<file path="src/rtl/sram_bist_pkg.sv">
// Shared state type and March C- element tables for the SRAM BIST controller.
// Tables are bit-masks indexed by march_state_e, so each state maps directly to its element's properties.
package sram_bist_pkg;

    typedef enum logic [2:0] {
        S_IDLE  = 3'd0,
        S_M0    = 3'd1,
        S_M1    = 3'd2,
        S_M2    = 3'd3,
        S_M3    = 3'd4,
        S_M4    = 3'd5,
        S_M5    = 3'd6,
        S_FLUSH = 3'd7
    } march_state_e;

    // Bit n of each mask describes the element encoded as state value n.
    localparam logic [7:0] ELEM_TWO_OPS = 8'b0011_1100;  // M1..M4 do read-then-write
    localparam logic [7:0] ELEM_DESC    = 8'b0111_0000;  // M3..M5 walk downwards
    localparam logic [7:0] ELEM_OP0_RD  = 8'b0111_1100;  // first op is a read
    localparam logic [7:0] ELEM_OP0_VAL = 8'b0010_1000;  // background of first op
    localparam logic [7:0] ELEM_OP1_VAL = 8'b0001_0100;  // background of second op (always a write)

    localparam logic BG_ZERO = 1'b0;
    localparam logic BG_ONES = 1'b1;

    function automatic logic is_march(input march_state_e s);
        return (s != S_IDLE) && (s != S_FLUSH);
    endfunction

endpackage

</file>
<file path="src/rtl/sram_bist_cmp.sv">
// Read-compare stage: registers each issued read's expected word and address, checks
// the SRAM output one cycle later, and keeps sticky fail, first fail address and a saturating count.
module sram_bist_cmp #(
    parameter int P_DATA_WIDTH   = 24,
    parameter int P_ADDR_WIDTH   = 14,
    parameter int P_ERRCNT_WIDTH = 8
) (
    input  logic                      clk_i,
    input  logic                      rst_i,
    input  logic                      clr_i,
    input  logic                      rd_vld_i,
    input  logic [P_DATA_WIDTH-1:0]   exp_i,
    input  logic [P_ADDR_WIDTH-1:0]   addr_i,
    input  logic [P_DATA_WIDTH-1:0]   dout_i,
    output logic                      fail_o,
    output logic [P_ADDR_WIDTH-1:0]   fail_addr_o,
    output logic [P_ERRCNT_WIDTH-1:0] err_cnt_o
);

    logic                      cmp_vld_q;
    logic [P_DATA_WIDTH-1:0]   exp_q;
    logic [P_ADDR_WIDTH-1:0]   cmp_addr_q;
    logic                      fail_q, fail_d;
    logic [P_ADDR_WIDTH-1:0]   fail_addr_q, fail_addr_d;
    logic [P_ERRCNT_WIDTH-1:0] err_cnt_q, err_cnt_d;
    logic                      miscmp;

    assign miscmp = cmp_vld_q && (dout_i != exp_q);

    always_comb begin
        fail_d      = fail_q;
        fail_addr_d = fail_addr_q;
        err_cnt_d   = err_cnt_q;
        if (clr_i) begin
            fail_d      = 1'b0;
            fail_addr_d = '0;
            err_cnt_d   = '0;
        end else if (miscmp) begin
            fail_d = 1'b1;
            if (!fail_q) begin
                fail_addr_d = cmp_addr_q;
            end
            if (err_cnt_q != '1) begin
                err_cnt_d = err_cnt_q + 1'b1;
            end
        end
    end

    always_ff @(posedge clk_i or posedge rst_i) begin
        if (rst_i) begin
            cmp_vld_q   <= 1'b0;
            exp_q       <= '0;
            cmp_addr_q  <= '0;
            fail_q      <= 1'b0;
            fail_addr_q <= '0;
            err_cnt_q   <= '0;
        end else begin
            cmp_vld_q   <= rd_vld_i;
            exp_q       <= exp_i;
            cmp_addr_q  <= addr_i;
            fail_q      <= fail_d;
            fail_addr_q <= fail_addr_d;
            err_cnt_q   <= err_cnt_d;
        end
    end

    assign fail_o      = fail_q;
    assign fail_addr_o = fail_addr_q;
    assign err_cnt_o   = err_cnt_q;

endmodule

</file>
<file path="src/rtl/sram_march_bist.sv">
// March C- BIST controller owning the SRAM port; passes the functional requester through when idle.
// One op per cycle for 10*2^P_ADDR_WIDTH cycles plus one flush cycle; functional side is never stalled.
module sram_march_bist
    import sram_bist_pkg::*;
#(
    parameter int P_DATA_WIDTH   = 24,
    parameter int P_ADDR_WIDTH   = 14,
    parameter int P_ERRCNT_WIDTH = 8
) (
    input  logic                      clk_i,
    input  logic                      rst_i,
    input  logic                      start_i,
    output logic                      busy_o,
    output logic                      done_o,
    output logic                      fail_o,
    output logic [P_ADDR_WIDTH-1:0]   fail_addr_o,
    output logic [P_ERRCNT_WIDTH-1:0] err_cnt_o,
    input  logic [P_ADDR_WIDTH-1:0]   func_addr_i,
    input  logic [P_DATA_WIDTH-1:0]   func_din_i,
    input  logic                      func_men_i,
    input  logic                      func_wen_i,
    input  logic                      func_ren_i,
    output logic [P_ADDR_WIDTH-1:0]   sram_addr_o,
    output logic [P_DATA_WIDTH-1:0]   sram_din_o,
    output logic                      sram_men_o,
    output logic                      sram_wen_o,
    output logic                      sram_ren_o,
    input  logic [P_DATA_WIDTH-1:0]   sram_dout_i
);

    march_state_e              state_q, state_d, state_nxt_elem;
    logic                      op_q, op_d;
    logic [P_ADDR_WIDTH-1:0]   addr_q, addr_d, term_addr;
    logic                      men_q, men_d, wen_q, wen_d, ren_q, ren_d;
    logic [P_DATA_WIDTH-1:0]   din_q, din_d;
    logic                      done_q, done_d;
    logic                      is_rd, bg_val, busy;

    assign busy           = (state_q != S_IDLE);
    assign state_nxt_elem = march_state_e'(state_q + 3'd1);
    assign term_addr      = ELEM_DESC[state_q] ? '0 : '1;

    always_comb begin
        state_d = state_q;
        op_d    = op_q;
        addr_d  = addr_q;
        case (state_q)
            S_IDLE: begin
                if (start_i) begin
                    state_d = S_M0;
                    op_d    = 1'b0;
                    addr_d  = '0;
                end
            end
            S_FLUSH: state_d = S_IDLE;
            default: begin
                if (ELEM_TWO_OPS[state_q] && !op_q) begin
                    op_d = 1'b1;
                end else begin
                    op_d = 1'b0;
                    if (addr_q == term_addr) begin
                        if (state_q == S_M5) begin
                            state_d = S_FLUSH;
                        end else begin
                            state_d = state_nxt_elem;
                            addr_d  = ELEM_DESC[state_nxt_elem] ? '1 : '0;
                        end
                    end else begin
                        addr_d = ELEM_DESC[state_q] ? addr_q - 1'b1 : addr_q + 1'b1;
                    end
                end
            end
        endcase

        // Decode the op for the cycle after this edge so the SRAM pins come straight from flops.
        is_rd  = op_d ? 1'b0 : ELEM_OP0_RD[state_d];
        bg_val = op_d ? ELEM_OP1_VAL[state_d] : ELEM_OP0_VAL[state_d];
        men_d  = is_march(state_d);
        wen_d  = men_d && !is_rd;
        ren_d  = men_d && is_rd;
        din_d  = bg_val ? {P_DATA_WIDTH{BG_ONES}} : {P_DATA_WIDTH{BG_ZERO}};
        done_d = (state_d == S_FLUSH);
    end

    always_ff @(posedge clk_i or posedge rst_i) begin
        if (rst_i) begin
            state_q <= S_IDLE;
            op_q    <= 1'b0;
            addr_q  <= '0;
            men_q   <= 1'b0;
            wen_q   <= 1'b0;
            ren_q   <= 1'b0;
            din_q   <= '0;
            done_q  <= 1'b0;
        end else begin
            state_q <= state_d;
            op_q    <= op_d;
            addr_q  <= addr_d;
            men_q   <= men_d;
            wen_q   <= wen_d;
            ren_q   <= ren_d;
            din_q   <= din_d;
            done_q  <= done_d;
        end
    end

    // For reads din_q carries the expected background, which the compare stage picks up.
    sram_bist_cmp #(
        .P_DATA_WIDTH   (P_DATA_WIDTH),
        .P_ADDR_WIDTH   (P_ADDR_WIDTH),
        .P_ERRCNT_WIDTH (P_ERRCNT_WIDTH)
    ) u_cmp (
        .clk_i       (clk_i),
        .rst_i       (rst_i),
        .clr_i       (start_i && !busy),
        .rd_vld_i    (ren_q),
        .exp_i       (din_q),
        .addr_i      (addr_q),
        .dout_i      (sram_dout_i),
        .fail_o      (fail_o),
        .fail_addr_o (fail_addr_o),
        .err_cnt_o   (err_cnt_o)
    );

    assign busy_o      = busy;
    assign done_o      = done_q;
    assign sram_addr_o = busy ? addr_q : func_addr_i;
    assign sram_din_o  = busy ? din_q  : func_din_i;
    assign sram_men_o  = busy ? men_q  : func_men_i;
    assign sram_wen_o  = busy ? wen_q  : func_wen_i;
    assign sram_ren_o  = busy ? ren_q  : func_ren_i;

endmodule
</file>
<file path="config.mk">
export PLATFORM = sky130hd
export DESIGN_NAME = sram_march_bist
export DESIGN_NICKNAME = d
export VERILOG_FILES = /design/src/rtl/sram_bist_pkg.sv /design/src/rtl/sram_bist_cmp.sv /design/src/rtl/sram_march_bist.sv
export SDC_FILE = /design/constraint.sdc
export NUM_CORES = 1
export LEC_CHECK = 0
export ABC_AREA = 1
export BUFFER_PORTS_ARGS = -buffer_cell sky130_fd_sc_hd__buf_2
export CAP_MARGIN = 20
export CORE_MARGIN = 2
export CORE_UTILIZATION = 30
export CTS_BUF_LIST = sky130_fd_sc_hd__clkbuf_16
export DETAILED_ROUTE_END_ITERATION = 8
export PLACE_DENSITY_LB_ADDON = 0.12
export SYNTH_ARGS = -nofsm -noshare
export SYNTH_HDL_FRONTEND = slang
export SYNTH_SLANG_ARGS = --single-unit
</file>
<file path="constraint.sdc">
create_clock -name clk_i -period 6.39 [get_ports clk_i]
set_input_delay 0.9585 -clock clk_i [delete_from_list [all_inputs] [get_ports clk_i]]
set_output_delay 0.9585 -clock clk_i [all_outputs]
set_load 0.02 [all_outputs]
</file>
**After elaboration in Yosys (flattened, before gate mapping)**

Memories as Yosys holds them, arrays and structs flattened.
Index checks and enable logic that the tools add are counted.

- Order comparisons: 3
- Equality and inequality tests: 11
- Bitwise gates (word level): 1
- Multiplexer cells: 38
- Reductions and logical operators: 17
- Add/sub/neg operators: 4

Operators with widths:

| operator | number |
|---|---|
| two-way mux 14 bit | 11 |
| two-way mux 24 bit | 2 |
| one-hot mux 14 bit (2 select lines) | 1 |
| two-way mux 8 bit | 3 |
| inequality test 24 bit | 1 |
| two-way mux 1 bit | 15 |
| adder 14 x 1 -> 14 bit (second input constant) | 1 |
| equality test 14 bit | 1 |
| subtractor 14 x 1 -> 14 bit (second input constant) | 1 |
| less-than comparator 3 x 4 -> 1 bit (second input constant) | 3 |
| two-way mux 3 bit | 4 |
| equality test 3 bit (second input constant) | 3 |
| adder 8 x 1 -> 8 bit (second input constant) | 1 |
| inequality test 8 bit (second input constant) | 1 |
| logical AND 1 bit | 6 |
| one-hot mux 3 bit (2 select lines) | 1 |
| nonzero test 3 bit | 2 |
| inequality test 2 x 1 -> 1 bit (second input constant) | 2 |
| AND reduction 2 bit | 2 |
| AND reduction 4 bit | 1 |
| nonzero test 2 bit | 2 |
| adder 3 x 1 -> 3 bit (second input constant) | 1 |
| logical NOT 1 bit | 3 |
| logical NOT 3 bit | 1 |
| other kinds (5) | 5 |

- Memories kept: 6
- Bits in read-only memories: 48
- Output and inout bits: 66
- Flip-flop bits (word level): 108
- Input bits: 68
- Logic and storage cells: 94

Memories:

| name | words | bits a word | read ports | clocked after Yosys merged registers in | wr ports | RTL line | RTL |
|---|---|---|---|---|---|---|---|
| (no name shown) | 8 | 1 | 1 | 0 | 0 | sram_march_bist.sv:77 | `bg_val = op_d ? ELEM_OP1_VAL[state_d] : ELEM_OP0_VAL[state_d];` |
| (no name shown) | 8 | 1 | 1 | 0 | 0 | sram_march_bist.sv:77 |  |
| (no name shown) | 8 | 1 | 1 | 0 | 0 | sram_march_bist.sv:76 | `is_rd = op_d ? 1'b0 : ELEM_OP0_RD[state_d];` |
| (no name shown) | 8 | 1 | 1 | 0 | 0 | sram_march_bist.sv:69 | `addr_d = ELEM_DESC[state_q] ? addr_q - 1'b1 : addr_q + 1'b1;` |
| (no name shown) | 8 | 1 | 1 | 0 | 0 | sram_march_bist.sv:66 | `addr_d = ELEM_DESC[state_nxt_elem] ? '1 : '0;` |
| (no name shown) | 8 | 1 | 1 | 0 | 0 | sram_march_bist.sv:57 | `if (ELEM_TWO_OPS[state_q] && !op_q) begin` |

**Longest topological paths before layout**

Gate-level depths: netlist of run 1.

- Depth after elaboration: 12
- Depth in mapped cells: 17
- Gate-level depth less buffers: 17

**By module**

A second synthesis of run 1 with hierarchy kept.

- Cell total of the unflattened synthesis: 700
- Area total of the unflattened synthesis: 5039.8 µm²

Modules (own cells, without submodules):

| module | sequential area each (µm²) | times used | cells each | area an instance (µm²) |
|---|---|---|---|---|
| sram_bist_cmp | 1551.5 | 1 | 324 | 2680.1 |
| sram_march_bist | 575.6 | 1 | 376 | 2359.8 |

**Least setup slack after synthesis of run 1**

No wires, ideal clock.

- Kind: reg2out
- Start point: register state_q[1]
- End point: output sram_addr_o[13]
- Required time: 5431 ps
- Setup slack: 3609 ps
- Stages on the path, launching flop included: 9
- Buffers on the path: 3
- Arrival time: 1823 ps
- Cells stage by stage: dfrtp_1 > inv_1 > ha_1 > nand2_1 > buf_4 > inv_2 > buf_2 > buf_1 > o21ai_0

- Longest elaborated chain between the ends: 2

Ends and longest elaborated chain:

| what | RTL line | RTL |
|---|---|---|
| start: declaration | sram_march_bist.sv:31 | `march_state_e state_q, state_d, state_nxt_elem;` |
| start signal: assignment | sram_march_bist.sv:96 | `state_q <= state_d;` |
| nonzero test 3 bit | sram_march_bist.sv:39 | `assign busy = (state_q != S_IDLE);` |
| via busy_o | sram_march_bist.sv:13 | `output logic busy_o,` |
| two-way mux 14 bit | sram_march_bist.sv:127 | `assign sram_addr_o = busy ? addr_q : func_addr_i;` |
| end: declaration | sram_march_bist.sv:23 | `output logic [P_ADDR_WIDTH-1:0] sram_addr_o,` |

The timed path passes the listed nets, and every way through them passes these cells.

**Final worst setup path of run 1**

- Start point: register state_q[0]
- End point: output sram_addr_o[11]

- Longest elaborated chain between the ends: 2

Ends and longest elaborated chain:

| what | RTL line |
|---|---|
| nonzero test 3 bit | sram_march_bist.sv:39 |
| two-way mux 14 bit | sram_march_bist.sv:127 |

Every way passes these cells.

==> results.py, run 1 <==
metrics = {
    "clocking": {
        "numCtsBuffers": 9,
        "cts_tree": "yes",
        "clk_latency_ns": 0.32,
        "cts-resized-gates": 0,
        "cts_root_buf": "clkbuf_16",
        "htreeDepth": 3,
        "postCtsSetupRepairBufs": 0,
        "hold_buffers": 0,
        "clk_pin_slew_ns": 0.06,
        "cts.sinks": 62,
        "cts_buffer_depth": 2,
    },
    "timing": {
        "finalCritPeriodShare_pct": 54.7,
        "period_needed_ns": 3.50,
        "setup-tns-final_ns": 0,
        "finalHoldViolCount": 0,
        "relSlewSlack_pct": 43.7,
        "rsz0062_at_grt": "false",
        "fmax_mhz": 286,
        "slew_violations": 0,
        "worst_pin_slew_ns": 0.844,
        "whs_ns": 0.384,
        "fin_skew_ns": 0.00628,
        "final-setup-viol-count": 0,
        "layout_setup_ws_ns": 2.89,
    },
    "pwr": {
        "power_frac_clock_pct": 46.4,
        "total_leakage_power_nw": 2.84,
        "p_seq_share_pct": 40.3,
        "finalPower_mw": 1.10,
        "combPwrFrac_pct": 13.2,
        "switching_share_pct": 26.1,
        "ir_worst_vdd_mv": 0.173,
        "p_per_area_nw_per_um2": 211,
        "p_int_mw": 0.815,
        "p_sw_mw": 0.288,
    },
    "layout": {
        "final_core_util_pct": 39.4,
        "diodes": 0,
        "drive_gt1_share_pct": 25.0,
        "final_nets": 800,
        "area_delta_synth_final_pct": 27.8,
        "fill_cells": 1426,
    },
    "floorplan": {
        "initial_core_util_pct": 30.8,
        "row_count": 42,
        "die-area_um2": 14600,
        "die_w_um": 121,
        "die_h_um": 121,
        "io_pins": 134,
        "fp.coreArea_um2": 13200,
    },
    "logic_synthesis": {
        "syn_inst": 581,
        "synth_top_area_cell": "dfrtp_1",
        "syn_nets": 671,
        "syn_area_um2": 4080,
        "yosysTopAreaCellShare_pct": 38.0,
        "ys_warn_count": 0,
        "synth_cell_types": 39,
        "synth-edff-count": 0,
        "ys_ff_latch": 62,
        "synth_commonest_cells": "nand2_1, dfrtp_1, inv_1",
        "async_reset_ff_share_pct": 100,
        "yosysSeqAreaShare_pct": 38.0,
        "ys_top_cells_by_area": "dfrtp_1, nand2_1, nand3_1",
        "yosysMostFrequentCell": "nand2_1",
        "synth_ff_type": "dfrtp_1",
        "postSynthAreaPerCell_um2": 7.03,
    },
    "run_status": {
        "status": "finished clean",
    },
    "global_route": {
        "track_usage_pct": 15.7,
        "first_global_vias": 3923,
        "overflow": 0,
        "grt_pass1_wl_um": 18700,
        "grt_max_degree": 63,
        "antenna_found_initial": 0,
        "grt_util_met2_pct": 26.9,
        "gr-usage-met1_pct": 20.6,
        "met3_usage_pct": 2.55,
        "gr-max-usage-layer": "met2",
    },
    "drt": {
        "drt-initial-drc-count": 193,
        "viasPerCell": 4.51,
        "finalWirelength_um": 11200,
        "firstDrtPassIters": 4,
        "antenna_left": 0,
        "wl_per_cell_um": 12.6,
        "drc": 0,
        "vias": 4015,
    },
    "place": {
        "gp_congestion": 0.884,
        "place_ws_ns": 3.16,
        "dp_hpwl_um": 8670,
        "numPortBuffers": 133,
    },
    "critical_path": {
        "r2r_setup_slack_ns": 3.16,
        "end_kind": "output port",
        "crit_required_ns": 5.43,
        "critical_path_class": "reg2out",
        "setup.worst_path.start_class": "flop",
        "worst-path-max-fanout": 56,
        "cp.arrival_ns": 2.54,
    },
    "run": {
        "maxCapViolCount": 0,
    },
    "hold_path": {
        "hp-class": "reg2reg",
    },
}
==> per-layer routing <==
metal | share of wire, % | vias up
li1 | - | 2114
met1 | 47 | 1838
met2 | 49 | 50
met3 | 2.1 | 13
met4 | 1.3 | 0
met5 | 0 | -
==> critical path, stage by stage, from the launching register on <==
cell	delay [ns]
dfrtp_1	0.39
inv_1	0.14
ha_1	0.17
nand2_1	0.27
inv_2	0.73
nand2_1	0.16
o21ai_0	0.13
buf_2	0.20
==> cell families after synthesis <==
group,Yosys count,synth area share [%]
xor gates and xnor gates,10,2.14
buffers and inverters,83,8.06
AOI/OAI and AO/OA,64,9.25
and+or+nand+nor,340,35.6
DFF,62,38.0
adders and majority gates,22,6.92
==> area by class of cell <==
class                   count  area [um^2]  share of cell area [%]
multi-input cells         436         2200                    42.2
flip-flops and latches     62         1550                    29.7
repair buffers            135          681                    13.0
inverters                  66          248                    4.75
clock buffers               9          225                    4.32
well taps                 176          220                    4.22
clock inverters             7         88.8                    1.70
==> path summary, 6_finish.rpt <==
kind	start	end	cells past startpoint
hold / removal	ren_q$_DFF_PP0_	u_cmp.cmp_vld_q$_DFF_PP0_	0
setup / recovery	state_q[0]$_DFF_PP0_	sram_addr_o[11]	7
max in group asynchronous	rst_i	addr_q[13]$_DFFE_PP0P_	3
setup reg to reg	state_q[1]$_DFF_PP0_	addr_q[6]$_DFFE_PP0P_	13
hold reg to reg	ren_q$_DFF_PP0_	u_cmp.cmp_vld_q$_DFF_PP0_	0
min in group asynchronous	rst_i	u_cmp.exp_q[22]$_DFF_PP0_	3
==> cell usage in the layout (no fill, tap or decap), drive strengths merged <==
cell type / synthesis / routed
inv: 66 / 66
o21bai: 2 / 2
a21o: 2 / 2
nor3: 7 / 7
nand3b: 2 / 2
and3: 1 / 1
xnor2: 5 / 5
bufinv: 0 / 2
o31ai: 1 / 1
or2: 2 / 2
clkinvlp: 0 / 2
buf: 10 / 135
clkbuf: 7 / 9
a211oi: 1 / 1
nand3: 56 / 56
a21oi: 15 / 15
o211ai: 1 / 1
ha: 21 / 21
dfrtp: 62 / 62
xor2: 5 / 5
nor2: 41 / 41
nand4: 8 / 8
clkinv: 0 / 3
nand2: 221 / 221
o22ai: 1 / 1
o21a: 1 / 1
nor4: 2 / 2
o21ai: 40 / 40
fa: 1 / 1
==> sequential cells by signal, summed over array words and instances (netlist names), 3 cells and up <==
signal	count
u_cmp.err_cnt_o	8
addr_q	14
u_cmp.fail_addr_o	14
u_cmp.cmp_addr_q	14
state_q	3
==> power by group through the flow <==
stage               sequential (mW)  combinational, mW  clock (mW)
global route                  0.449              0.166       0.544
detailed placement            0.452              0.147           0
CTS                           0.445              0.148       0.522
floorplan                     0.475             0.0633           0
finish                        0.445              0.146       0.512
global placement              0.449              0.146           0
==> through the flow <==
step | instance area (um^2) | instances
finish | 5220 | 891
global route | 5220 | 891
CTS | 5220 | 891
detailed placement | 4900 | 875
global placement | 4900 | 875
floorplan | 4080 | 581
Power figures use the tool's default switching activity.
==> run 2, diff against run 1 <==
==> constraint.sdc (replaced) <==
create_clock -name clk_i -period 2.88 [get_ports clk_i]
set_input_delay 0.432 -clock clk_i [delete_from_list [all_inputs] [get_ports clk_i]]
set_output_delay 0.432 -clock clk_i [all_outputs]
set_load 0.02 [all_outputs]
==> results.py, run 2 (synthesis gave the netlist of run 1 again) <==
metrics = {
    "critical_path": {
        "cp.arrival_ns": 2.85,
        "cpMaxStageDelayCell": "dfrtp_2",
        "end_kind": "flop",
        "setup.worst_path.start_class": "flop",
        "cpPeakStageDelay_ns": 0.42,
        "r2r_setup_slack_ns": 0.22,
        "worst_path_most_repeated_cell": "ha_1",
        "critical_path_class": "reg2reg",
        "crit_chain": "ha_1 > inv_1 > ha_1 > buf_12 > ha_1 > nand2_2 > nor2_2 > nand2_2 > nor2_4 > nand2_4 > o211ai_4 > nor2_4 > o21ai_0 > o21ai_1",
        "crit_required_ns": 3.07,
        "worst-path-max-fanout": 17,
    },
    "timing": {
        "finalCritPeriodShare_pct": 92.2,
        "relSlewSlack_pct": 49.4,
        "final-setup-viol-count": 0,
        "finalHoldViolCount": 0,
        "fmax_mhz": 377,
        "setup-tns-final_ns": 0,
        "period_needed_ns": 2.66,
        "rsz0062_at_grt": "false",
        "slew_violations": 0,
        "fin_skew_ns": 0.00552,
        "worst_pin_slew_ns": 0.759,
    },
    "pwr": {
        "ir_worst_vdd_mv": 0.251,
        "p_per_area_nw_per_um2": 421,
        "total_leakage_power_nw": 2.85,
        "finalPower_mw": 2.20,
    },
    "run_status": {
        "status": "finished clean",
    },
    "floorplan": {
        "initial_core_util_pct": 30.8,
        "die_w_um": 121,
        "row_count": 42,
        "die_h_um": 121,
        "fp.coreArea_um2": 13200,
        "die-area_um2": 14600,
        "io_pins": 134,
    },
    "layout": {
        "final_nets": 807,
        "area_delta_synth_final_pct": 28.1,
        "fill_cells": 1448,
        "mostFrequentLayoutCell": "nand2_1",
        "diodes": 0,
        "layout_common_cells": "nand2_1, buf_2, inv_1",
        "drive_gt1_share_pct": 25.4,
    },
    "drt": {
        "viasPerCell": 4.55,
        "vias": 4080,
        "firstDrtPassIters": 4,
        "drc": 0,
        "wl_per_cell_um": 12.3,
        "finalWirelength_um": 11100,
        "antenna_left": 0,
        "drt-initial-drc-count": 210,
    },
    "place": {
        "dp_hpwl_um": 8960,
        "numPortBuffers": 133,
        "gp_congestion": 0.884,
    },
    "clocking": {
        "clk_latency_ns": 0.32,
        "cts_buffer_depth": 2,
        "cts_tree": "yes",
        "htreeDepth": 3,
        "cts_root_buf": "clkbuf_16",
        "clk_pin_slew_ns": 0.05,
        "cts.sinks": 62,
        "numCtsBuffers": 9,
    },
    "global_route": {
        "overflow": 0,
        "grt_max_degree": 63,
        "grt_pass1_wl_um": 18700,
        "track_usage_pct": 15.8,
        "antenna_found_initial": 0,
        "first_global_vias": 4035,
    },
    "hold_path": {
        "hp-class": "in2async",
    },
    "run": {
        "maxCapViolCount": 0,
    },
}
-- run 2: cell types whose count changed in the layout (fill, tap and decap cells not counted), moves of 2 or more --
| cell | before | now |
|---|---|---|
| buf_4 | 2 | 8 |
| clkinv_1 | 1 | 4 |
| o21ai_0 | 26 | 23 |
| o21ai_1 | 11 | 14 |
| bufinv_16 | 2 | 0 |
| clkinv_2 | 2 | 0 |
| clkinvlp_4 | 2 | 0 |
| ha_1 | 21 | 19 |
| ha_2 | 0 | 2 |
| inv_1 | 60 | 62 |
| nor2_2 | 5 | 3 |
| nor2_4 | 2 | 4 |
-- run 2: path summary, 6_finish.rpt --
path / from / endpoint / depth (start not counted)
setup / recovery: state_q[1]$_DFF_PP0_ / addr_q[5]$_DFFE_PP0P_ / 14
hold / removal: rst_i / u_cmp.exp_q[22]$_DFF_PP0_ / 3
setup reg to reg: state_q[1]$_DFF_PP0_ / addr_q[5]$_DFFE_PP0P_ / 14
hold reg to reg: din_q[22]$_DFF_PP0_ / u_cmp.exp_q[22]$_DFF_PP0_ / 0
max in group asynchronous: rst_i / state_q[1]$_DFF_PP0_ / 3
min in group clk_i: din_q[22]$_DFF_PP0_ / u_cmp.exp_q[22]$_DFF_PP0_ / 0
-- run 2: what timing repair did --
| item | CTS | global route |
|---|---|---|
| endpoints found under the setup margin | 0 | 18 |
| gates resized for setup | 0 | 8 |
| setup buffers | 0 | 0 |
| hold buffers | 0 | 0 |
| endpoints found under the hold margin | 0 | 0 |
-- run 2: critical path, delay by kind of cell (launching register included) --
family | cells | cell delay [ns]
AOI/OAI and AO/OA | 3 | 0.48
adders and majority gates | 3 | 0.75
buffers and inverters | 2 | 0.21
DFF | 1 | 0.42
and+or+nand+nor | 6 | 0.67
-- run 2: area by class of cell --
class                      count  area (um^2)  share of cell area, %
inverter                      66          248                   4.73
timing repair buffer         142          746                   14.3
sequential                    62         1550                   29.7
clock inverter                 6         22.5                  0.430
clock buffer                   9          225                   4.30
tap                          176          220                   4.21
multi-input combinational    436         2220                   42.4
-- run 2: stage by stage --
stage	std cells	area [um^2]	utilization (%)	setup WS, ns	hold WS [ns]
CTS	897	5220	39.4	0.113	0.363
detailed placement	882	4970	37.5	0.131	0.383
global placement	882	4970	37.5	0.213	0.375
floorplan	581	4080	-	0.298	0.354
finish	897	5230	39.5	0.224	0.330
global route	897	5230	39.5	0.0101	0.408
-- run 2: metal layers --
metal | wire length [um] | track usage [%] | share of wire (%) | vias to the layer above
li1 | - | - | - | 2127
met1 | 5310 | 21.5 | 48 | 1852
met2 | 5180 | 25.0 | 47 | 75
met3 | 276 | 2.08 | 2.5 | 26
met4 | 292 | 7.19 | 2.6 | 0
met5 | 0 | 0 | 0 | -
-- run 2: report_power, final --
part,switching (mW),leakage [nW],total [mW],internal [mW]
Sequential,0.0666,0.732,0.990,0.923
Combinational,0.189,1.99,0.325,0.136
Clock,0.332,0.128,0.888,0.556
Total,0.588,2.85,2.20,1.62
==> run 3, diff against run 2 <==
--- a/config.mk
+++ b/config.mk
@@ -8,11 +8,13 @@
 export ABC_AREA = 1
 export BUFFER_PORTS_ARGS = -buffer_cell sky130_fd_sc_hd__buf_2
 export CAP_MARGIN = 20
+export CORE_ASPECT_RATIO = 1.25
 export CORE_MARGIN = 2
 export CORE_UTILIZATION = 30
 export CTS_BUF_LIST = sky130_fd_sc_hd__clkbuf_16
 export DETAILED_ROUTE_END_ITERATION = 8
 export PLACE_DENSITY_LB_ADDON = 0.12
+export SETUP_SLACK_MARGIN = 0.3
 export SYNTH_ARGS = -nofsm -noshare
 export SYNTH_HDL_FRONTEND = slang
 export SYNTH_SLANG_ARGS = --single-unit
==> results.py, run 3 (synthesis gave the netlist of run 1 again) <==
metrics = {
    "run_status": {
        "status": "finished clean",
    },
    "pwr": {
        "p_sw_mw": 0.615,
        "switching_share_pct": 26.4,
        "p_seq_share_pct": 42.3,
        "combPwrFrac_pct": 14.2,
        "p_int_mw": 1.71,
        "p_per_area_nw_per_um2": 418,
        "finalPower_mw": 2.33,
        "total_leakage_power_nw": 2.95,
        "ir_worst_vdd_mv": 0.311,
        "power_frac_clock_pct": 43.4,
    },
    "floorplan": {
        "die-area_um2": 14600,
        "io_pins": 134,
        "die_w_um": 108,
        "fp.coreArea_um2": 13300,
        "initial_core_util_pct": 30.7,
        "die_h_um": 134,
        "row_count": 47,
    },
    "layout": {
        "fin_area_um2": 5570,
        "layout_common_cells": "nand2_1, buf_2, dfrtp_1",
        "mostFrequentLayoutCell": "nand2_1",
        "regArea_um2": 1550,
        "diodes": 0,
        "fill_cells": 1396,
        "area_delta_synth_final_pct": 36.4,
        "final_nets": 821,
        "multi_input_area_um2": 2370,
        "drive_gt1_share_pct": 30.0,
    },
    "timing": {
        "final-setup-viol-count": 0,
        "finalCritPeriodShare_pct": 87.6,
        "fin_skew_ns": 0.00313,
        "fmax_mhz": 396,
        "setup-tns-final_ns": 0,
        "period_needed_ns": 2.52,
        "worst_pin_slew_ns": 0.433,
        "relSlewSlack_pct": 71.1,
        "layout_setup_ws_ns": 0.357,
        "rsz0062_at_grt": "true",
        "finalHoldViolCount": 0,
        "slew_violations": 0,
    },
    "drt": {
        "wl_per_cell_um": 13.1,
        "drt-initial-drc-count": 260,
        "drc": 0,
        "antenna_left": 0,
        "finalWirelength_um": 11900,
        "viasPerCell": 4.54,
        "vias": 4119,
        "firstDrtPassIters": 4,
    },
    "global_route": {
        "grt_pass1_wl_um": 18800,
        "antenna_found_initial": 0,
        "track_usage_pct": 16.3,
        "overflow": 0,
        "grt_max_degree": 30,
        "first_global_vias": 3986,
    },
    "clocking": {
        "cts_buffer_depth": 2,
        "clk_pin_slew_ns": 0.05,
        "clk_latency_ns": 0.32,
        "numCtsBuffers": 9,
        "cts.sinks": 62,
        "cts_root_buf": "clkbuf_16",
        "htreeDepth": 3,
        "cts_tree": "yes",
    },
    "place": {
        "place_ws_ns": 0.184,
        "gp_congestion": 0.863,
        "placed_area_um2": 5000,
        "numPortBuffers": 133,
        "dp_hpwl_um": 9140,
    },
    "critical_path": {
        "worst-path-max-fanout": 6,
        "cp.arrival_ns": 2.73,
        "critical_path_class": "reg2reg",
        "crit_required_ns": 3.09,
        "setup.worst_path.start_class": "flop",
        "end_kind": "flop",
    },
    "run": {
        "maxCapViolCount": 0,
    },
    "hold_path": {
        "hp-class": "in2async",
    },
}
run 3: worst max-delay path, cell delays in order, from the launching register on:
cell	delay, ns
dfrtp_1	0.36
ha_2	0.20
inv_2	0.04
ha_4	0.19
buf_6	0.15
ha_4	0.29
nand2_4	0.07
nor2_4	0.13
nand2_2	0.09
nor2_4	0.16
nand2_4	0.08
o211ai_4	0.26
nor2_4	0.09
clkbuf_16	0.17
o21ai_2	0.05
o21ai_1	0.07
run 3: cell type report:
| class | count | area share, % |
|---|---|---|
| flip-flops and latches | 62 | 27.9 |
| well taps | 171 | 3.84 |
| repair buffers | 156 | 16.2 |
| multi-input cells | 436 | 42.6 |
| inverters | 66 | 4.49 |
| clock buffers | 9 | 4.04 |
| clock inverters | 7 | 1.03 |
run 3: stage by stage:
stage / util [%] / hold slack, ns / std cells
floorplan: - / 0.354 / 581
global placement: 37.6 / 0.368 / 880
detailed placement: 37.6 / 0.365 / 880
CTS: 39.8 / 0.116 / 896
global route: 41.9 / 0.141 / 907
finish: 41.9 / 0.105 / 907
run 3: what timing repair did:
action	4_1_cts	5_1_grt
cloned	0	1
hold buffers	0	0
pin swaps	0	12
endpoints found under the setup margin	42	45
setup buffers	0	10
gates resized for setup	2	44
run 3: power by group through the flow:
stage          clock network, mW  logic, mW  registers (mW)
2_1_floorplan                  0      0.141            1.05
3_3_place_gp                   0      0.325            1.00
3_5_place_dp                   0      0.334            1.00
4_1_cts                     1.04      0.336           0.985
5_1_grt                     1.08      0.377           0.993
6_report                    1.01      0.332           0.986
run 3: path summary, 6_finish.rpt:
check | from | to | cells past startpoint | slack [ns]
worst max-delay path | state_q[0]$_DFF_PP0_ | addr_q[11]$_DFFE_PP0P_ | 15 | 0.36
worst min-delay path | rst_i | u_cmp.fail_o$_DFFE_PP0P_ | 2 | 0.10
worst max register to register | state_q[0]$_DFF_PP0_ | addr_q[11]$_DFFE_PP0P_ | 15 | 0.36
worst min register to register | ren_q$_DFF_PP0_ | u_cmp.cmp_vld_q$_DFF_PP0_ | 0 | 0.38
max in group asynchronous | rst_i | addr_q[5]$_DFFE_PP0P_ | 3 | 2.10
min in group clk_i | ren_q$_DFF_PP0_ | u_cmp.cmp_vld_q$_DFF_PP0_ | 0 | 0.38
run 3: layer usage:
layer	track usage [%]	share of wire [%]	wire, um	vias up
met3	2.77	2.5	299	12
met1	21.1	46	5490	1893
met5	0	0	0	-
met2	27.1	50	5930	59
li1	-	-	-	2155
met4	5.84	1.5	178	0
